==> src/rtl/mem_arbiter_pkg.sv <==
// Shared types and widths for the two-master memory bus arbiter.
package mem_arbiter_pkg;

   localparam int ADDR_W  = 19;   // word address occupies bits [19:1]
   localparam int DATA_W  = 16;
   localparam int BSEL_W  = 2;

   typedef enum logic [1:0] {
      IDLE    = 2'd0,
      SERVE_D = 2'd1,
      SERVE_I = 2'd2
   } state_t;

endpackage

==> src/rtl/mem_arbiter.sv <==
// Fixed-priority arbiter between the load/store unit (data) and the instruction
// prefetcher; the winner's request is registered and driven onto one memory bus.
module mem_arbiter
   import mem_arbiter_pkg::*;
(
   input  logic                clk,
   input  logic                reset_n,

   input  logic [ADDR_W:1]     d_m_addr,
   input  logic [DATA_W-1:0]   d_m_data_out,
   input  logic                d_m_access,
   input  logic                d_m_wr_en,
   input  logic [BSEL_W-1:0]   d_m_bytesel,
   output logic                d_m_ack,

   input  logic [ADDR_W:1]     i_m_addr,
   input  logic [DATA_W-1:0]   i_m_data_out,
   input  logic                i_m_access,
   input  logic                i_m_wr_en,
   input  logic [BSEL_W-1:0]   i_m_bytesel,
   output logic                i_m_ack,

   output logic [DATA_W-1:0]   m_data_in_out,

   output logic [ADDR_W:1]     q_m_addr,
   output logic [DATA_W-1:0]   q_m_data_out,
   output logic                q_m_access,
   output logic                q_m_wr_en,
   output logic [BSEL_W-1:0]   q_m_bytesel,
   input  logic [DATA_W-1:0]   q_m_data_in,
   input  logic                q_m_ack,

   output logic                grant_d,
   output logic                grant_i
);

   state_t state;
   state_t state_next;
   logic   load_d;
   logic   load_i;

   // NOTE: all sequential state uses non-blocking assignments so every flop
   // samples pre-edge values regardless of process evaluation order.
   always_ff @(posedge clk) begin
      if (!reset_n) begin
         state        <= IDLE;
         q_m_addr     <= '0;
         q_m_data_out <= '0;
         q_m_wr_en    <= 1'b0;
         q_m_bytesel  <= '0;
      end else begin
         state <= state_next;
         if (load_d) begin
            q_m_addr     <= d_m_addr;
            q_m_data_out <= d_m_data_out;
            q_m_wr_en    <= d_m_wr_en;
            q_m_bytesel  <= d_m_bytesel;
         end else if (load_i) begin
            q_m_addr     <= i_m_addr;
            q_m_data_out <= i_m_data_out;
            q_m_wr_en    <= i_m_wr_en;
            q_m_bytesel  <= i_m_bytesel;
         end
      end
   end

   // NOTE: every output of this block gets a default first, so no path through
   // the case statement can leave a variable unassigned and infer a latch.
   always_comb begin
      state_next = state;
      load_d     = 1'b0;
      load_i     = 1'b0;
      unique case (state)
         IDLE: begin
            if (d_m_access) begin
               state_next = SERVE_D;
               load_d     = 1'b1;
            end else if (i_m_access) begin
               state_next = SERVE_I;
               load_i     = 1'b1;
            end
         end
         SERVE_D,
         SERVE_I: begin
            // No preemption: the owner keeps the bus until memory acknowledges.
            if (q_m_ack) state_next = IDLE;
         end
         default: state_next = IDLE;
      endcase
   end

   assign grant_d       = (state == SERVE_D);
   assign grant_i       = (state == SERVE_I);
   // Request drops in the ack cycle itself so memory never sees a second access.
   assign q_m_access    = (state != IDLE) & ~q_m_ack;
   assign d_m_ack       = q_m_ack & grant_d;
   assign i_m_ack       = q_m_ack & grant_i;
   assign m_data_in_out = q_m_data_in;

endmodule

==> config.mk <==
export PLATFORM = sky130hd
export DESIGN_NAME = mem_arbiter
export DESIGN_NICKNAME = d
export VERILOG_FILES = /design/src/rtl/mem_arbiter_pkg.sv /design/src/rtl/mem_arbiter.sv
export SDC_FILE = /design/constraint.sdc
export NUM_CORES = 1
export LEC_CHECK = 0
export ABC_AREA = 1
export CORE_UTILIZATION = 38
export DETAILED_ROUTE_END_ITERATION = 8
export PLACE_DENSITY = 0.82
export SETUP_SLACK_MARGIN = 0.02
export SLEW_MARGIN = 25
export SYNTH_ARGS = -nofsm -noshare
export SYNTH_HDL_FRONTEND = slang
export SYNTH_SLANG_ARGS = --single-unit
==> constraint.sdc <==
create_clock -name clk -period 1.8 [get_ports clk]
set_clock_uncertainty 0.1 [all_clocks]
set_input_delay 0.45 -clock clk [delete_from_list [all_inputs] [get_ports clk]]
set_output_delay 0.45 -clock clk [all_outputs]
set_load 0.03 [all_outputs]
Word level (Yosys, flattened, before mapping)
Index checks and enable logic that the tools add are counted.
- add/subtract/negate cells: 0
- multipliers: 0
- divide/modulo/power cells: 0
- $lt $le $gt $ge: 0
- equal/unequal tests: 4
- shift-type cells: 0
- multiplexer cells: 17
- bitwise operators: 4
- reduce and logical (&&, ||, !) cells: 5
- operators by type and width (cell ; number):
    $mux 19 ; 2
    $mux 16 ; 2
    $mux 2 ; 5
    $mux 1 ; 7
    $pmux 2 s2 ; 1
    $reduce_bool 2->1 ; 2
    $and 1x1->1 ; 3
    $ne 3x3->1 const B ; 1
    $eq 2x1->1 const B ; 1
    $eq 2x2->1 const B ; 1
    $logic_not 2->1 ; 1
    $ne 2x2->1 const B ; 1
    $reduce_and 2->1 ; 1
    $reduce_or 2->1 ; 1
    $not 1->1 ; 1
- register bits after elaboration: 40
- bits in latches: 0
- RAM bits: 0
- memory bits (read-only): 0
- word-level logic and storage cells: 35
- memories kept: 0

Logic depth before layout (Yosys ltp)
Gate-level depths: netlist (run 1).
- depth in word-level cells: 5
- depth in mapped cells: 9
- mapped depth without buffers: 7

Least setup slack after synthesis (run 1)
No wires, ideal clock.
- path kind: reg-to-output
- start: reg state[0]
- end: out q_m_access
- data arrival time: 1.298 ns
- data required time: 1.250 ns
- setup slack: -0.048 ns
- cell stages (with the launch flop): 6
- buffers on the path: 2
- path through: dfxtp_1 > inv_1 > ha_1 > buf_2 > buf_2 > nor2_1
- word-level cells in the longest chain between the ends: 2
- ends and longest elaborated chain (item ; RTL line ; source):
    start, declared ; mem_arbiter.sv:37 ; state_t state;
    start signal, assigned ; mem_arbiter.sv:52 ; state <= state_next;
    $reduce_bool 2->1 ; mem_arbiter.sv:95 ; assign q_m_access = (state != IDLE) & ~q_m_ack;
    $and 1x1->1 ; mem_arbiter.sv:95 ;
    end, declared ; mem_arbiter.sv:27 ; output logic q_m_access,
Every way passes these cells.

Final worst setup path (run 1)
- start: reg state[0]
- end: out i_m_ack
- word-level cells in the longest chain between the ends: 2
- ends and longest elaborated chain (item ; RTL line ; source):
    $eq 2x2->1 ; mem_arbiter.sv:93 ; assign grant_i = (state == SERVE_I);
    $and 1x1->1 ; mem_arbiter.sv:97 ; assign i_m_ack = q_m_ack & grant_i;
    end, declared ; mem_arbiter.sv:21 ; output logic i_m_ack,
Every way passes these cells.

==> flow_summary_export.csv, run 1 <==
group,metric,value,unit
layout,num-fill-cells,632,
floorplan,rows,29,
logic_synthesis,yosysTopAreaCell,"dfxtp_1",
logic_synthesis,synth_fp_nets,522,
routing,wl,6790,µm
grt,grt_pass1_vias,2547,
logic_synthesis,yosys_warnings,0,
routing,viasPerCell,4.74,
power_and_ir_drop,ir_drop,827,µV
clocking,ctsHoldBuffers,0,
hold_path,whs_path_depth,2,
floorplan,die_y,84.1,µm
clocking,clock_latency,0.28,ns
critical_path,cp.required,1.25,ns
placed_design,routabilityCongestion,0.803,
power_and_ir_drop,p_seq_share,27.4,%
timing,period_share,96.0,%
critical_path,crit_chain,"inv_2 > ha_1 > nand2_1 > inv_1 > buf_4",
timing,slew_violations,0,
timing,fin_hold_ws,0.422,ns
routing,num_vias,2832,
logic_synthesis,ys_ff_latch,40,
critical_path,critical-path-max-stage-delay,0.36,ns
layout,finalInstanceArea,0.00384,mm²
logic_synthesis,yosys.area.top_type_share,31.3,%
grt,gr-total-overflow,0,
power_and_ir_drop,netSwitchingFraction,43.5,%
timing,fmax,579,MHz
clocking,numCtsBuffers,5,
power_and_ir_drop,leakage,1.98,nW
run,drv_cap,0,
critical_path,critPathSlowestCell,"dfxtp_2",
routing,dr.pass1.iters,7,
critical_path,cp_max_fo,3,
grt,track_usage,19.3,%
critical_path,worstRegToRegCells,9,
clocking,clk_pin_slew,0.08,ns
layout,insertedDiodeCount,0,
critical_path,r2r_slack,0.30,ns
routing,wl_per_cell,11.4,µm
run_status,status,"finished with violations",
placed_design,port_buffers,123,
placed_design,dp_cells,587,
layout,nets,621,
floorplan,core_area,0.00642,mm²
floorplan,die_w,84.1,µm
timing,setup_viol,0,
logic_synthesis,synthCells,421,
layout,fin_cells,598,
clocking,clkSinkCount,40,
power_and_ir_drop,power_frac_clock,16.0,%
critical_path,critPathLaunchType,"flop",
clocking,tritoncts,"built",
layout,drive_gt1_share,7.87,%
logic_synthesis,ys_types,14,
floorplan,die-area,0.00707,mm²
critical_path,end_kind,"primary output",
power_and_ir_drop,combinationalPowerShare,56.6,%
routing,drc_errors,20,
layout,multiInputGateArea,0.00129,mm²
clocking,cts_max_path_buffers,2,
logic_synthesis,synthTopCellsByArea,"dfxtp_1, nand2_1, nand3_1",
timing,fin_crit,1.73,ns
critical_path,worst-setup-path-type,"reg -> out",
timing,rsz0062_at_grt,"no",
routing,ant_nets,0,
layout,regArea,803,µm²
grt,grt_pass1_wl,11300,µm
floorplan,start_util,39.8,%
power_and_ir_drop,power.total,4.53,mW
logic_synthesis,avgSynthCellArea,6.08,µm²
layout,area_growth,50.1,%
timing,slew_headroom,77.8,%
hold_path,hp-class,"reg -> reg",
logic_synthesis,synthesis.area,0.00256,mm²
floorplan,ioPinCount,156,
routing,drtIter0Drc,145,
placed_design,placed_cell_area,0.00374,mm²
power_and_ir_drop,p_switching,1.97,mW
clocking,h-tree-depth,2,
critical_path,crit_arrival,1.18,ns
hold_path,worstHoldStart,"state[1]",
placed_design,dp_hpwl,4940,µm
grt,grt_max_degree,41,
critical_path,rr_startpoint,"state[1]",
clocking,root_buffer,"clkbuf_8",
power_and_ir_drop,powerDensity,1180,mW/mm²
timing,hold_viol,0,
hold_path,min_to,"state[1]",
grt,antenna_found_initial,0,
run_status,violations,"design-rule violations",
logic_synthesis,ys_seq_area_share,31.3,%
timing,tightest_slew,0.334,ns
critical_path,r2r_end,"q_m_addr[8]",
power_and_ir_drop,power.internal,2.56,mW
-- stage by stage --
step	worst slack [ns]	utilization (%)	setup TNS, ns
2_1_floorplan	0.0801	-	0
3_3_place_gp	-0.0703	58.3	-1.68
3_5_place_dp	-0.123	58.3	-3.01
4_1_cts	0.0114	59.4	0
5_1_grt	0.00957	59.8	0
6_report	0.0726	59.8	0
-- synthesized netlist by cell type --
| library cell | n |
|---|---|
| a21oi_1 | 40 |
| buf_2 | 22 |
| buf_4 | 19 |
| buf_6 | 5 |
| clkbuf_1 | 4 |
| dfxtp_1 | 40 |
| ha_1 | 4 |
| inv_1 | 43 |
| inv_2 | 1 |
| nand2_1 | 121 |
| nand2_2 | 1 |
| nand3_1 | 78 |
| nand3_2 | 1 |
| nor2_1 | 42 |
-- repair_timing --
action / in CTS / in global routing
setup buffers: 0 / 3
resized for setup: 43 / 1
pin swaps: 0 / 1
endpoints found under the setup margin: 41 / 3
-- routing by layer --
metal	vias to the layer above	wire length, µm	global-route usage (%)
met3	12	392	4.15
li1	1491	-	-
met2	91	3360	34.9
met5	-	0	0
met1	1238	2960	23.1
met4	0	74	5.02
-- logic make-up (layout without fill, tap and decap cells) --
family,Yosys count,in the layout,share of synthesized area (%)
simple gates,243,243,39.8
compound gates,40,40,7.82
fa+ha+maj,4,4,1.96
flops,40,40,31.3
buf+inv,94,194,19.1
-- sequential cells by signal, summed over array words and instances (netlist names) --
register / cells
q_m_bytesel: 2
q_m_addr: 19
q_m_data_out: 16
q_m_wr_en: 1
state: 2
-- area by class of cell --
class                      count  area share, %
clock buffer                   5           1.79
sequential                    40           20.9
clock inverter                 3           1.11
tap                           77           2.51
timing repair buffer         142           35.8
multi-input combinational    287           33.6
inverter                      44           4.30
-- placed cells by master (no fill, tap or decap), drive strengths merged --
cell / netlist / final
ha: 4 / 4
dfxtp: 40 / 40
nand3: 79 / 79
clkdlybuf4s50: 0 / 79
clkinvlp: 0 / 1
nor2: 42 / 42
clkbuf: 4 / 5
clkinv: 0 / 1
a21oi: 40 / 40
bufinv: 0 / 1
inv: 44 / 44
buf: 46 / 24
dlygate4sd2: 0 / 39
nand2: 122 / 122
-- how the worst max path moves through the flow --
| stage | from | end | slack [ns] |
|---|---|---|---|
| 5_1_grt | state[0] | i_m_ack | 0.01 |
| 6_report | state[0] | i_m_ack | 0.07 |
| 3_3_place_gp | d_m_access | state[1] | -0.07 |
| 3_5_place_dp | d_m_access | state[0] | -0.12 |
| 2_1_floorplan | state[0] | q_m_access | 0.08 |
| 4_1_cts | state[1] | q_m_access | 0.01 |
-- worst max-delay path: cells and delay by family (launching register included) --
kind | cells | cell delay (ns)
fa+ha+maj | 1 | 0.21
buf+inv | 3 | 0.25
flops | 1 | 0.36
simple gates | 1 | 0.07
-- power groups by stage --
stage | Clock, mW | Combinational, mW | Sequential (mW)
global placement | 0 | 2.61 | 1.25
global route | 0.792 | 2.83 | 1.27
finish | 0.728 | 2.57 | 1.24
detailed placement | 0 | 2.67 | 1.26
CTS | 0.752 | 2.55 | 1.24
floorplan | 0 | 1.36 | 1.69
(Power assumes the default switching activity.)
==> inputs of run 2 (changes only) <==
--- a/config.mk
+++ b/config.mk
@@ -6,9 +6,10 @@
 export NUM_CORES = 1
 export LEC_CHECK = 0
 export ABC_AREA = 1
+export CORE_ASPECT_RATIO = 0.75
 export CORE_UTILIZATION = 38
 export DETAILED_ROUTE_END_ITERATION = 8
-export PLACE_DENSITY = 0.82
+export PLACE_DENSITY = 0.79
 export SETUP_SLACK_MARGIN = 0.02
 export SLEW_MARGIN = 25
 export SYNTH_ARGS = -nofsm -noshare
==> flow_summary_export.csv, run 2 (synthesized netlist as in run 1, its figures left out) <==
group,metric,value,unit
clocking,h-tree-depth,2,
layout,largest_register_ffs,19,
critical_path,crit_chain,"inv_4 > ha_4 > nor2_2 > buf_4",
critical_path,critPathLaunchType,"flop",
hold_path,worstHoldStart,"state[1]",
clocking,cts_max_path_buffers,2,
layout,num-fill-cells,631,
critical_path,worst-setup-path-type,"reg -> out",
routing,dr.pass1.iters,4,
routing,num_vias,2783,
layout,area_growth,49.5,%
run,drv_cap,0,
layout,layout_common_cells,"nand2_1, clkdlybuf4s50_1, nand3_1",
timing,slew_violations,0,
layout,regArea,803,µm²
critical_path,critical-path-max-stage-delay,0.38,ns
layout,multiInputGateArea,0.00129,mm²
routing,viasPerCell,4.65,
floorplan,core_area,0.00641,mm²
floorplan,die_y,73.1,µm
grt,grt_max_degree,45,
critical_path,critPathSlowestCell,"dfxtp_2",
run_status,status,"completed",
timing,slew_headroom,77.0,%
critical_path,cp_max_fo,5,
clocking,postCtsSetupRepairBufs,0,
critical_path,end_kind,"primary output",
grt,antenna_found_initial,0,
power_and_ir_drop,power.total,4.59,mW
clocking,ctsHoldBuffers,0,
timing,tightest_slew,0.346,ns
hold_path,hp-class,"reg -> reg",
layout,insertedDiodeCount,0,
placed_design,port_buffers,123,
floorplan,die_w,96.8,µm
power_and_ir_drop,ir_drop,631,µV
routing,wl,6970,µm
grt,grt_pass1_wl,11100,µm
clocking,numCtsBuffers,5,
critical_path,rr_startpoint,"state[0]",
clocking,tritoncts,"built",
timing,period_share,95.3,%
clocking,clock_latency,0.29,ns
routing,drtIter0Drc,78,
layout,largestRegisters,"q_m_addr (19), q_m_data_out (16)",
grt,gr-total-overflow,0,
placed_design,dp_hpwl,5160,µm
floorplan,rows,25,
floorplan,start_util,39.9,%
timing,fin_crit,1.72,ns
layout,drive_gt1_share,7.54,%
timing,rsz0062_at_grt,"no",
routing,wl_per_cell,11.7,µm
grt,grt_pass1_vias,2486,
clocking,clkSinkCount,40,
timing,setup_viol,0,
timing,fmax,583,MHz
critical_path,cp.required,1.25,ns
power_and_ir_drop,leakage,1.97,nW
layout,nets,617,
layout,final_common_cell,"nand2_1",
floorplan,die-area,0.00707,mm²
critical_path,crit_arrival,1.17,ns
floorplan,ioPinCount,156,
layout,regMostFlops,"q_m_addr",
clocking,root_buffer,"clkbuf_8",
timing,setup_tns,0,ns
routing,drc_errors,0,
routing,ant_nets,0,
grt,track_usage,19.2,%
timing,hold_viol,0,
power_and_ir_drop,powerDensity,1200,mW/mm²
clocking,clk_pin_slew,0.08,ns
critical_path,startpoint,"state[0]",
placed_design,routabilityCongestion,0.806,
run 2: metal layers:
layer	global-route usage, %	wire (µm)	vias up
li1	-	-	1482
met1	24.1	3230	1204
met2	32.5	3100	95
met3	6.51	615	2
met4	3.98	19	0
met5	0	0	-
run 2: worst max-delay path, delay by kind of cell, from the launching register on:
kind	cells	cell delay [ns]
and+or+nand+nor	1	0.10
adders and majority gates	1	0.19
DFF	1	0.38
buffers and inverters	2	0.22
run 2: final timing paths:
check | to | slack [ns] | cells past startpoint
worst max-delay path | q_m_access | 0.08 | 4
worst min-delay path | state[1] | 0.44 | 2
worst min register to register | state[1] | 0.44 | 2
worst max register to register | q_m_addr[1] | 0.34 | 7
run 2: stage by stage:
| step | worst slack (ns) | cell area, µm² | hold WS, ns | instances | utilization (%) |
|---|---|---|---|---|---|
| after detailed placement | -0.160 | 3720 | 0.430 | 590 | 58.1 |
| after global routing | 0.0295 | 3820 | 0.457 | 598 | 59.6 |
| after floorplan | 0.0801 | 2560 | 0.377 | 421 | - |
| after CTS | -0.00210 | 3820 | 0.438 | 598 | 59.6 |
| final | 0.0843 | 3820 | 0.442 | 598 | 59.6 |
| after global placement | -0.0706 | 3720 | 0.408 | 590 | 58.1 |
run 2: report_power, final:
| group | total, mW | internal (mW) | leakage [nW] | switching (mW) |
|---|---|---|---|---|
| Clock | 0.802 | 0.490 | 0.0645 | 0.313 |
| Combinational | 2.54 | 0.986 | 1.57 | 1.56 |
| Sequential | 1.24 | 1.13 | 0.333 | 0.117 |
run 2: repair_timing:
action	4_1_cts	5_1_grt
pin swaps	0	0
gates resized for setup	44	4
endpoints found under the setup margin	41	3
cloned	0	0
run 2: area by class of cell:
class | instances | area share, %
inverter | 44 | 4.38
timing repair buffer | 138 | 34.8
tap | 81 | 2.65
sequential | 40 | 21.0
multi-input combinational | 287 | 33.8
clock inverter | 1 | 0.785
clock buffer | 7 | 2.52
